### config.mk
export PLATFORM = sky130hd
export DESIGN_NAME = fifo_write_arbiter
export DESIGN_NICKNAME = d
export VERILOG_FILES = /design/src/rtl/fifo_write_arbiter.sv
export SDC_FILE = /design/constraint.sdc
export NUM_CORES = 1
export LEC_CHECK = 0
export ABC_AREA = 1
export BUFFER_PORTS_ARGS = -buffer_cell sky130_fd_sc_hd__buf_2
export CORE_ASPECT_RATIO = 1.2
export CORE_UTILIZATION = 40
export CTS_CLUSTER_SIZE = 20
export DETAILED_ROUTE_END_ITERATION = 12
export PLACE_DENSITY = 0.84
export SYNTH_ARGS = -nofsm -noshare
export SYNTH_HDL_FRONTEND = slang
export SYNTH_SLANG_ARGS = --single-unit
### constraint.sdc
create_clock -name Clock -period 2.6 [get_ports Clock]
set_input_delay 0.52 -clock Clock [delete_from_list [all_inputs] [get_ports Clock]]
set_output_delay 0.52 -clock Clock [all_outputs]
set_load 0.05 [all_outputs]
### src/rtl/fifo_write_arbiter.sv
// Round-robin write-port arbiter for top_FIFO: grants one producer per burst
// and tracks FIFO occupancy from issued writes and observed reads.
module fifo_write_arbiter #(
  parameter int NUM_REQ    = 4,
  parameter int DATA_WIDTH = 16,
  parameter int DEPTH      = 32,
  parameter int MAX_BURST  = 4
) (
  input  logic                            Clock,
  input  logic                            Reset,
  input  logic                            Enable,
  input  logic [NUM_REQ-1:0]              Req,
  input  logic [NUM_REQ*DATA_WIDTH-1:0]   Req_Data,
  output logic [NUM_REQ-1:0]              Grant,
  input  logic                            RE_Mon,
  output logic                            WE,
  output logic [DATA_WIDTH-1:0]           Write_Data,
  output logic [$clog2(DEPTH+1)-1:0]      Count,
  output logic                            Space_Full,
  output logic                            Underflow
);

  localparam int OW = $clog2(NUM_REQ);
  localparam int CW = $clog2(DEPTH + 1);
  localparam int BW = (MAX_BURST > 1) ? $clog2(MAX_BURST) : 1;
  localparam logic [CW-1:0] FULL_CNT  = CW'(DEPTH);
  localparam logic [BW-1:0] LAST_BEAT = BW'(MAX_BURST - 1);

  typedef enum logic {IDLE, BURST} state_t;

  state_t              r_state, w_state_next;
  logic [OW-1:0]       r_owner, w_owner_next;
  logic [OW-1:0]       r_last_owner, w_last_next;
  logic [BW-1:0]       r_beat, w_beat_next;
  logic [CW-1:0]       r_count, w_count_next;
  logic                r_we;
  logic [DATA_WIDTH-1:0] r_wdata;
  logic                r_underflow;

  logic                  w_grant_en;
  logic                  w_accept;
  logic                  w_read;
  logic [OW-1:0]         w_pick;
  logic [DATA_WIDTH-1:0] w_words [NUM_REQ];

  for (genvar gi = 0; gi < NUM_REQ; gi++) begin : g_words
    assign w_words[gi] = Req_Data[gi*DATA_WIDTH +: DATA_WIDTH];
  end

  // First requester found scanning circularly, starting just after last.
  function automatic logic [OW-1:0] rr_pick(input logic [NUM_REQ-1:0] req,
                                            input logic [OW-1:0] last);
    logic [OW-1:0] pick;
    logic          found;
    int            idx;
    pick  = '0;
    found = 1'b0;
    for (int k = 1; k <= NUM_REQ; k++) begin
      idx = (int'(last) + k) % NUM_REQ;
      if (!found && req[idx]) begin
        found = 1'b1;
        pick  = OW'(idx);
      end
    end
    return pick;
  endfunction

  assign w_pick     = rr_pick(Req, r_last_owner);
  assign w_grant_en = (r_state == BURST) && Enable && (r_count != FULL_CNT);
  assign Grant      = w_grant_en ? (NUM_REQ'(1) << r_owner) : '0;
  assign w_accept   = w_grant_en && Req[r_owner];
  // A read frees space only from the next cycle on: Grant already used r_count.
  assign w_read     = RE_Mon && (r_count != '0);
  assign w_count_next = r_count + CW'(w_accept) - CW'(w_read);

  always_comb begin
    w_state_next = r_state;
    w_owner_next = r_owner;
    w_last_next  = r_last_owner;
    w_beat_next  = r_beat;
    case (r_state)
      IDLE: begin
        if (Enable && (|Req)) begin
          w_owner_next = w_pick;
          w_last_next  = w_pick;
          w_beat_next  = '0;
          w_state_next = BURST;
        end
      end
      BURST: begin
        if (w_accept) begin
          w_beat_next = (r_beat == LAST_BEAT) ? '0 : r_beat + 1'b1;
        end
        if (!Enable || !Req[r_owner] || (w_accept && (r_beat == LAST_BEAT))) begin
          w_state_next = IDLE;
        end
      end
      default: w_state_next = IDLE;
    endcase
  end

  always_ff @(posedge Clock or negedge Reset) begin
    if (!Reset) begin
      r_state      <= IDLE;
      r_owner      <= '0;
      r_last_owner <= OW'(NUM_REQ - 1);
      r_beat       <= '0;
      r_count      <= '0;
      r_we         <= 1'b0;
      r_wdata      <= '0;
      r_underflow  <= 1'b0;
    end else begin
      r_state      <= w_state_next;
      r_owner      <= w_owner_next;
      r_last_owner <= w_last_next;
      r_beat       <= w_beat_next;
      r_count      <= w_count_next;
      r_we         <= w_accept;
      if (w_accept) begin
        r_wdata <= w_words[r_owner];
      end
      if (RE_Mon && (r_count == '0)) begin
        r_underflow <= 1'b1;
      end
    end
  end

  assign WE         = r_we;
  assign Write_Data = r_wdata;
  assign Count      = r_count;
  assign Space_Full = (r_count == FULL_CNT);
  assign Underflow  = r_underflow;

endmodule

==> flow_summary_export.csv, run 1 <==
group,metric,value,unit
sta,finalCriticalPeriod,2.46,ns
grt,antenna_found_initial,0,
grt,grt_overflow,0,
clocking,clock_latency,0.28,ns
sta,final_max_slew_viol_count,0,
clocking,h-tree-depth,2,
route,route.detailed.drc,0,
placement,dp_hpwl,4380,um
clocking,cts_tree,"yes",
status,status,"finished clean",
route,drt_iter0_markers,63,
floorplanning,dieArea,0.00555,sq mm
grt,grt_first_pass_wirelength,8570,um
worst_setup_path,crit_path_max_incr_delay,0.38,ns
route,wl,5690,um
route,wire_per_inst,12.4,um
yosys,ys_seq_area_share,37.0,%
grt,grt_max_degree,37,
floorplanning,start_util,42.0,%
cells_and_area,multi_input_area,0.00117,sq mm
yosys,synth_area_leaders,"dfrtp_1, nand2_1, ha_1",
grt,grt_use_total,21.0,%
cells_and_area,diodes,0,
min_path,hold_path_class,"in2async",
worst_setup_path,path_cells,"inv_2 -> ha_1 -> nand4_1 -> nand3_4 -> nor2_8 -> inv_1 -> ha_1 -> inv_1 -> ha_2 -> inv_1 -> fa_2 -> o21a_1 -> xor2_1",
clocking,cts_buffers,5,
pwr,power,3.83,mW
flow_run,maxCapViolCount,0,
clocking,ctsLongestPathBuffers,2,
floorplanning,core_area,0.00501,sq mm
pwr,ir_worst_vdd,0.000569,V
sta,rsz0062_at_grt,"false",
worst_setup_path,r2r_slack,0.14,ns
worst_setup_path,cp_slowest_cell,"dfrtp_2",
sta,relSlewSlack,53.2,%
pwr,powerDensity,1380,mW/mm^2
pwr,p_leak,1.55,nW
yosys,yosysTopAreaCell,"dfrtp_1",
yosys,async_reset_ff_share,100,%
placement,portBuffers,100,
yosys,syn_avg_cell_area,7.17,sq um
worst_setup_path,cp-end-kind,"flip-flop",
worst_setup_path,path_common_cell,"inv_1",
yosys,synth_flop_cell,"dfrtp_1",
grt,grt_pass1_vias,1983,
sta,setup_viol,0,
clocking,holdBufCountCts,0,
yosys,synthesis.nets,376,
sta,hold_viol,0,
route,viasPerCell,4.94,
yosys,netlist.area_leader.share,34.5,%
route,vias,2261,
cells_and_area,syn_to_final_growth,32.4,%
sta,skew,0.00534,ns
floorplanning,die_h,81.4,um
worst_setup_path,cp-start-kind,"flip-flop",
floorplanning,die_x,68.2,um
sta,hold_ws,0.288,ns
clocking,cts.sink_count,31,
floorplanning,ios,101,
worst_setup_path,cp.arrival,2.63,ns
clocking,clk_pin_slew,0.06,ns
yosys,yosysWarnings,0,
worst_setup_path,criticalPathCategory,"reg2reg",
clocking,cts_root_buf,"clkbuf_8",
yosys,ys_types,31,
cells_and_area,nets,480,
placement,gp_congestion,0.831,
cells_and_area,regArea,786,sq um
route,first_pass_iters,4,
sta,fin_crit_sh,94.8,%
cells_and_area,drive_gt1_share,33.9,%
yosys,syn_inst,293,
sta,tightestPinTransition,0.703,ns
worst_setup_path,required,2.76,ns
worst_setup_path,cp_max_fo,3,
yosys,synth_area,0.00210,sq mm
floorplanning,row_count,28,
yosys,synth-edff-count,0,
cells_and_area,fillers,494,
yosys,ys_seq_elements,31,
sta,fmax,406,MHz
route,antenna_left,0,
-- metal layers --
layer | vias up | wire length (um) | global-route usage (%)
met5 | - | 0 | 0
met4 | 0 | 91 | 7.92
met3 | 8 | 311 | 4.31
met2 | 70 | 3130 | 41.4
met1 | 1021 | 2160 | 20.7
li1 | 1162 | - | -
-- stage by stage --
step                instance area (sq um)  cells  TNS [ns]  setup slack, ns  utilization [%]
floorplan                            2120    293   -0.0846          -0.0423                -
global placement                     2680    448         0            0.110             53.5
detailed placement                   2680    448         0           0.0493             53.5
CTS                                  2760    456         0            0.115             55.2
global route                         2780    458         0          0.00501             55.5
finish                               2780    458         0            0.136             55.5
-- registers in the layout, indices dropped and copies added, names as in the netlist --
| register | flops |
|---|---|
| r_last_owner | 2 |
| Write_Data | 16 |
| Count | 6 |
| WE | 1 |
| r_owner | 2 |
| r_beat | 2 |
| Underflow | 1 |
| r_state | 1 |
-- power by group --
part	internal, mW	leakage [nW]	switching (mW)
clock network	0.187	0.0422	0.170
registers	0.750	0.353	0.197
logic	0.772	1.16	1.76
-- worst max-delay path, delay by kind of cell (launching register included) --
kind / cells / cell delay, ns
adder cells (fa/ha/maj): 4 / 1.00
AND/OR/NAND/NOR: 3 / 0.40
flip-flops: 1 / 0.38
buffers and inverters: 4 / 0.23
AO/OA/AOI/OAI: 1 / 0.22
XOR/XNOR: 1 / 0.14
-- cell families (layout without fill, tap and decap cells) --
kind of cell / count (synthesis) / count (layout) / synth area share [%]
AO/OA/AOI/OAI: 44 / 44 / 14.2
XOR/XNOR: 4 / 4 / 1.67
adder cells (fa/ha/maj): 11 / 11 / 6.90
buffers and inverters: 39 / 144 / 8.09
flip-flops: 31 / 31 / 37.0
AND/OR/NAND/NOR: 164 / 164 / 32.1
-- cells in the mapped netlist (all sizes together) (4+ instances only) --
master  number
nor2        26
nand2      119
a22oi       17
nand3       10
dfrtp       29
nand4        6
inv         27
buf          8
clkbuf       4
ha          10
a31oi       16
o21ai        4
-- final timing paths --
| kind | start | endpoint | cells past startpoint |
|---|---|---|---|
| max in group asynchronous | Reset | Count[2] | 1 |
| min in group Clock | Underflow | Underflow | 1 |
| setup / recovery | Count[2] | Count[4] | 13 |
| hold / removal | Reset | r_state | 1 |
| hold reg to reg | Underflow | Underflow | 1 |
| setup reg to reg | Count[2] | Count[4] | 13 |
-- final cells by class --
type,instances,area share [%]
multi-input cells,223,42.1
flip-flops and latches,31,28.2
repair buffers,109,20.4
inverters,27,3.64
clock buffers,7,2.74
well taps,60,2.70
clock inverters,1,0.180
-- layout by cell type (no fill, tap or decap), types with 2 or more instances in the layout --
cell type	netlist	routed
a21oi_1	3	3
a22oi_1	16	16
a31oi_1	16	16
buf_2	4	100
buf_4	1	9
clkbuf_1	4	2
clkbuf_8	0	5
dfrtp_1	29	23
dfrtp_2	0	6
dfstp_2	2	2
ha_1	10	9
inv_1	26	23
inv_2	1	4
nand2_1	118	118
nand3_1	10	9
nand4_1	6	6
nor2_1	23	23
nor3_1	3	3
o21ai_0	3	3
o21bai_1	2	2
xor2_1	3	3
-- what timing repair did --
item                                    CTS  global route
endpoints found under the hold margin     0             0
buffers inserted                          0             2
resized for setup                         0             2
endpoints found under the setup margin    0             2
(Power assumes the default switching activity.)
==> run 2: changes to the inputs <==
--- a/config.mk
+++ b/config.mk
@@ -8,10 +8,12 @@
 export ABC_AREA = 1
 export BUFFER_PORTS_ARGS = -buffer_cell sky130_fd_sc_hd__buf_2
 export CORE_ASPECT_RATIO = 1.2
+export CORE_MARGIN = 2
 export CORE_UTILIZATION = 40
 export CTS_CLUSTER_SIZE = 20
 export DETAILED_ROUTE_END_ITERATION = 12
 export PLACE_DENSITY = 0.84
+export SKIP_LAST_GASP = 1
 export SYNTH_ARGS = -nofsm -noshare
 export SYNTH_HDL_FRONTEND = slang
 export SYNTH_SLANG_ARGS = --single-unit
==> flow_summary_export.csv, run 2 (same netlist as run 1, synthesis figures left out) <==
group,metric,value,unit
status,status,"finished clean",
clocking,cts.sink_count,31,
sta,rsz0062_at_grt,"true",
route,drt_iter0_markers,109,
sta,fin_crit_sh,94.7,%
min_path,hold_path_class,"in2async",
floorplanning,dieArea,0.00585,sq mm
route,top_layer_used,"met4",
flow_run,maxCapViolCount,0,
clocking,cts_tree,"yes",
clocking,clock_latency,0.28,ns
sta,tightestPinTransition,0.680,ns
grt,grt_use_total,20.1,%
worst_setup_path,criticalPathCategory,"reg2reg",
sta,setup_viol,0,
worst_setup_path,required,2.76,ns
pwr,ir_worst_vdd,0.000467,V
route,wl,5700,um
sta,setup_tns,0,ns
sta,hold_viol,0,
floorplanning,die_x,70.2,um
clocking,cts_root_buf,"clkbuf_8",
route,wl_met3,379,um
route,viasPerCell,4.89,
grt,grt_pass1_vias,2251,
worst_setup_path,cp.arrival,2.62,ns
route,vias,2255,
grt,antenna_found_initial,0,
cells_and_area,nets,483,
worst_setup_path,cp-start-kind,"flip-flop",
pwr,swShare,54.4,%
floorplanning,start_util,42.0,%
cells_and_area,mostFrequentLayoutCells,"nand2_1, buf_2, dfrtp_1, inv_1, nor2_1",
pwr,power.switching,2.11,mW
worst_setup_path,reg2reg_depth,13,
sta,final_max_slew_viol_count,0,
pwr,p_leak,1.58,nW
cells_and_area,syn_to_final_growth,34.0,%
route,met1_length,2270,um
pwr,power_frac_seq,24.1,%
worst_setup_path,cp-end-kind,"flip-flop",
placement,gp_congestion,0.833,
clocking,clk_pin_slew,0.07,ns
clocking,holdBufCountCts,0,
grt,grt_max_degree,37,
sta,finalWorstSetupSlack,0.138,ns
grt,grt_first_pass_wirelength,9610,um
sta,finalCriticalPeriod,2.46,ns
pwr,combinationalPowerShare,66.1,%
clocking,cts_buffers,5,
pwr,powerDensity,1380,mW/mm^2
placement,portBuffers,100,
floorplanning,die_h,83.4,um
cells_and_area,final_common_cell,"nand2_1",
floorplanning,row_count,28,
clocking,h-tree-depth,2,
pwr,power.internal,1.77,mW
placement,place_ws,0.0291,ns
sta,hold_ws,0.280,ns
cells_and_area,drive_gt1_share,34.4,%
pwr,clkPwrFrac,9.8,%
floorplanning,core_area,0.00501,sq mm
sta,relSlewSlack,54.6,%
route,first_pass_iters,4,
route,route.detailed.drc,0,
grt,grt_overflow,0,
sta,skew,0.00841,ns
cells_and_area,diodes,0,
worst_setup_path,cp_max_fo,3,
floorplanning,ios,101,
route,antenna_left,0,
route,wire_per_inst,12.4,um
placement,dp_hpwl,4420,um
sta,fmax,406,MHz
cells_and_area,largest_reg_flops,16,
clocking,ctsLongestPathBuffers,2,
route,dr_wl_met2,2980,um
==> run 2: cell count changes in the layout (fill, tap and decap cells not counted), sizes merged <==
cell / change
buf: +3
==> run 2: final timing paths <==
| path | start | endpoint | slack, ns |
|---|---|---|---|
| min in group Clock | Underflow | Underflow | 0.48 |
| worst max register to register | Count[2] | Count[4] | 0.14 |
| max in group asynchronous | Reset | r_owner[0] | 1.83 |
| worst min register to register | Underflow | Underflow | 0.48 |
| worst max-delay path | Count[2] | Count[4] | 0.14 |
| worst min-delay path | Reset | Count[3] | 0.28 |
==> run 2: worst max-delay path: stages, from the launching register on <==
cell	delay [ns]
dfrtp_2	0.37
inv_2	0.05
ha_1	0.20
nand4_1	0.17
nand3_4	0.13
nor2_8	0.10
inv_1	0.07
ha_1	0.29
inv_1	0.05
ha_1	0.15
inv_1	0.06
fa_2	0.35
o21a_1	0.21
xor2_1	0.14
==> run 2: cell type report <==
class / instances / area (sq um)
Multi-Input combinational cell: 223 / 1170
Inverter: 27 / 101
Clock inverter: 1 / 5.00
Clock buffer: 7 / 86.3
Fill cell: 494 / 2190
Sequential cell: 31 / 786
Tap cell: 60 / 75.1
Timing Repair Buffer: 112 / 594
==> run 2: power by group through the flow <==
stage	logic, mW	clock network (mW)	registers [mW]
floorplan	1.29	0	1.55
global placement	2.44	0	0.927
detailed placement	2.51	0	0.939
CTS	2.52	0.395	0.933
global route	2.86	0.414	0.972
finish	2.57	0.380	0.935
==> run 2: stage by stage <==
stage	instance area (sq um)	instances	utilization [%]	total power [mW]
6_report	2820	461	56.2	3.88
5_1_grt	2820	461	56.2	4.24
4_1_cts	2770	456	55.4	3.85
3_5_place_dp	2680	448	53.5	3.45
3_3_place_gp	2680	448	53.5	3.37
2_1_floorplan	2120	293	-	2.84
==> run 2: routing by layer <==
layer,global-route usage (%),up-vias
met4,8.22,0
met3,4.85,6
li1,-,1167
met2,36.3,80
met5,0,-
met1,22.3,1002
==> run 2: timing repair <==
action | CTS | global route
setup buffers | 0 | 5
resized for setup | 0 | 2
setup endpoints to repair | 0 | 2
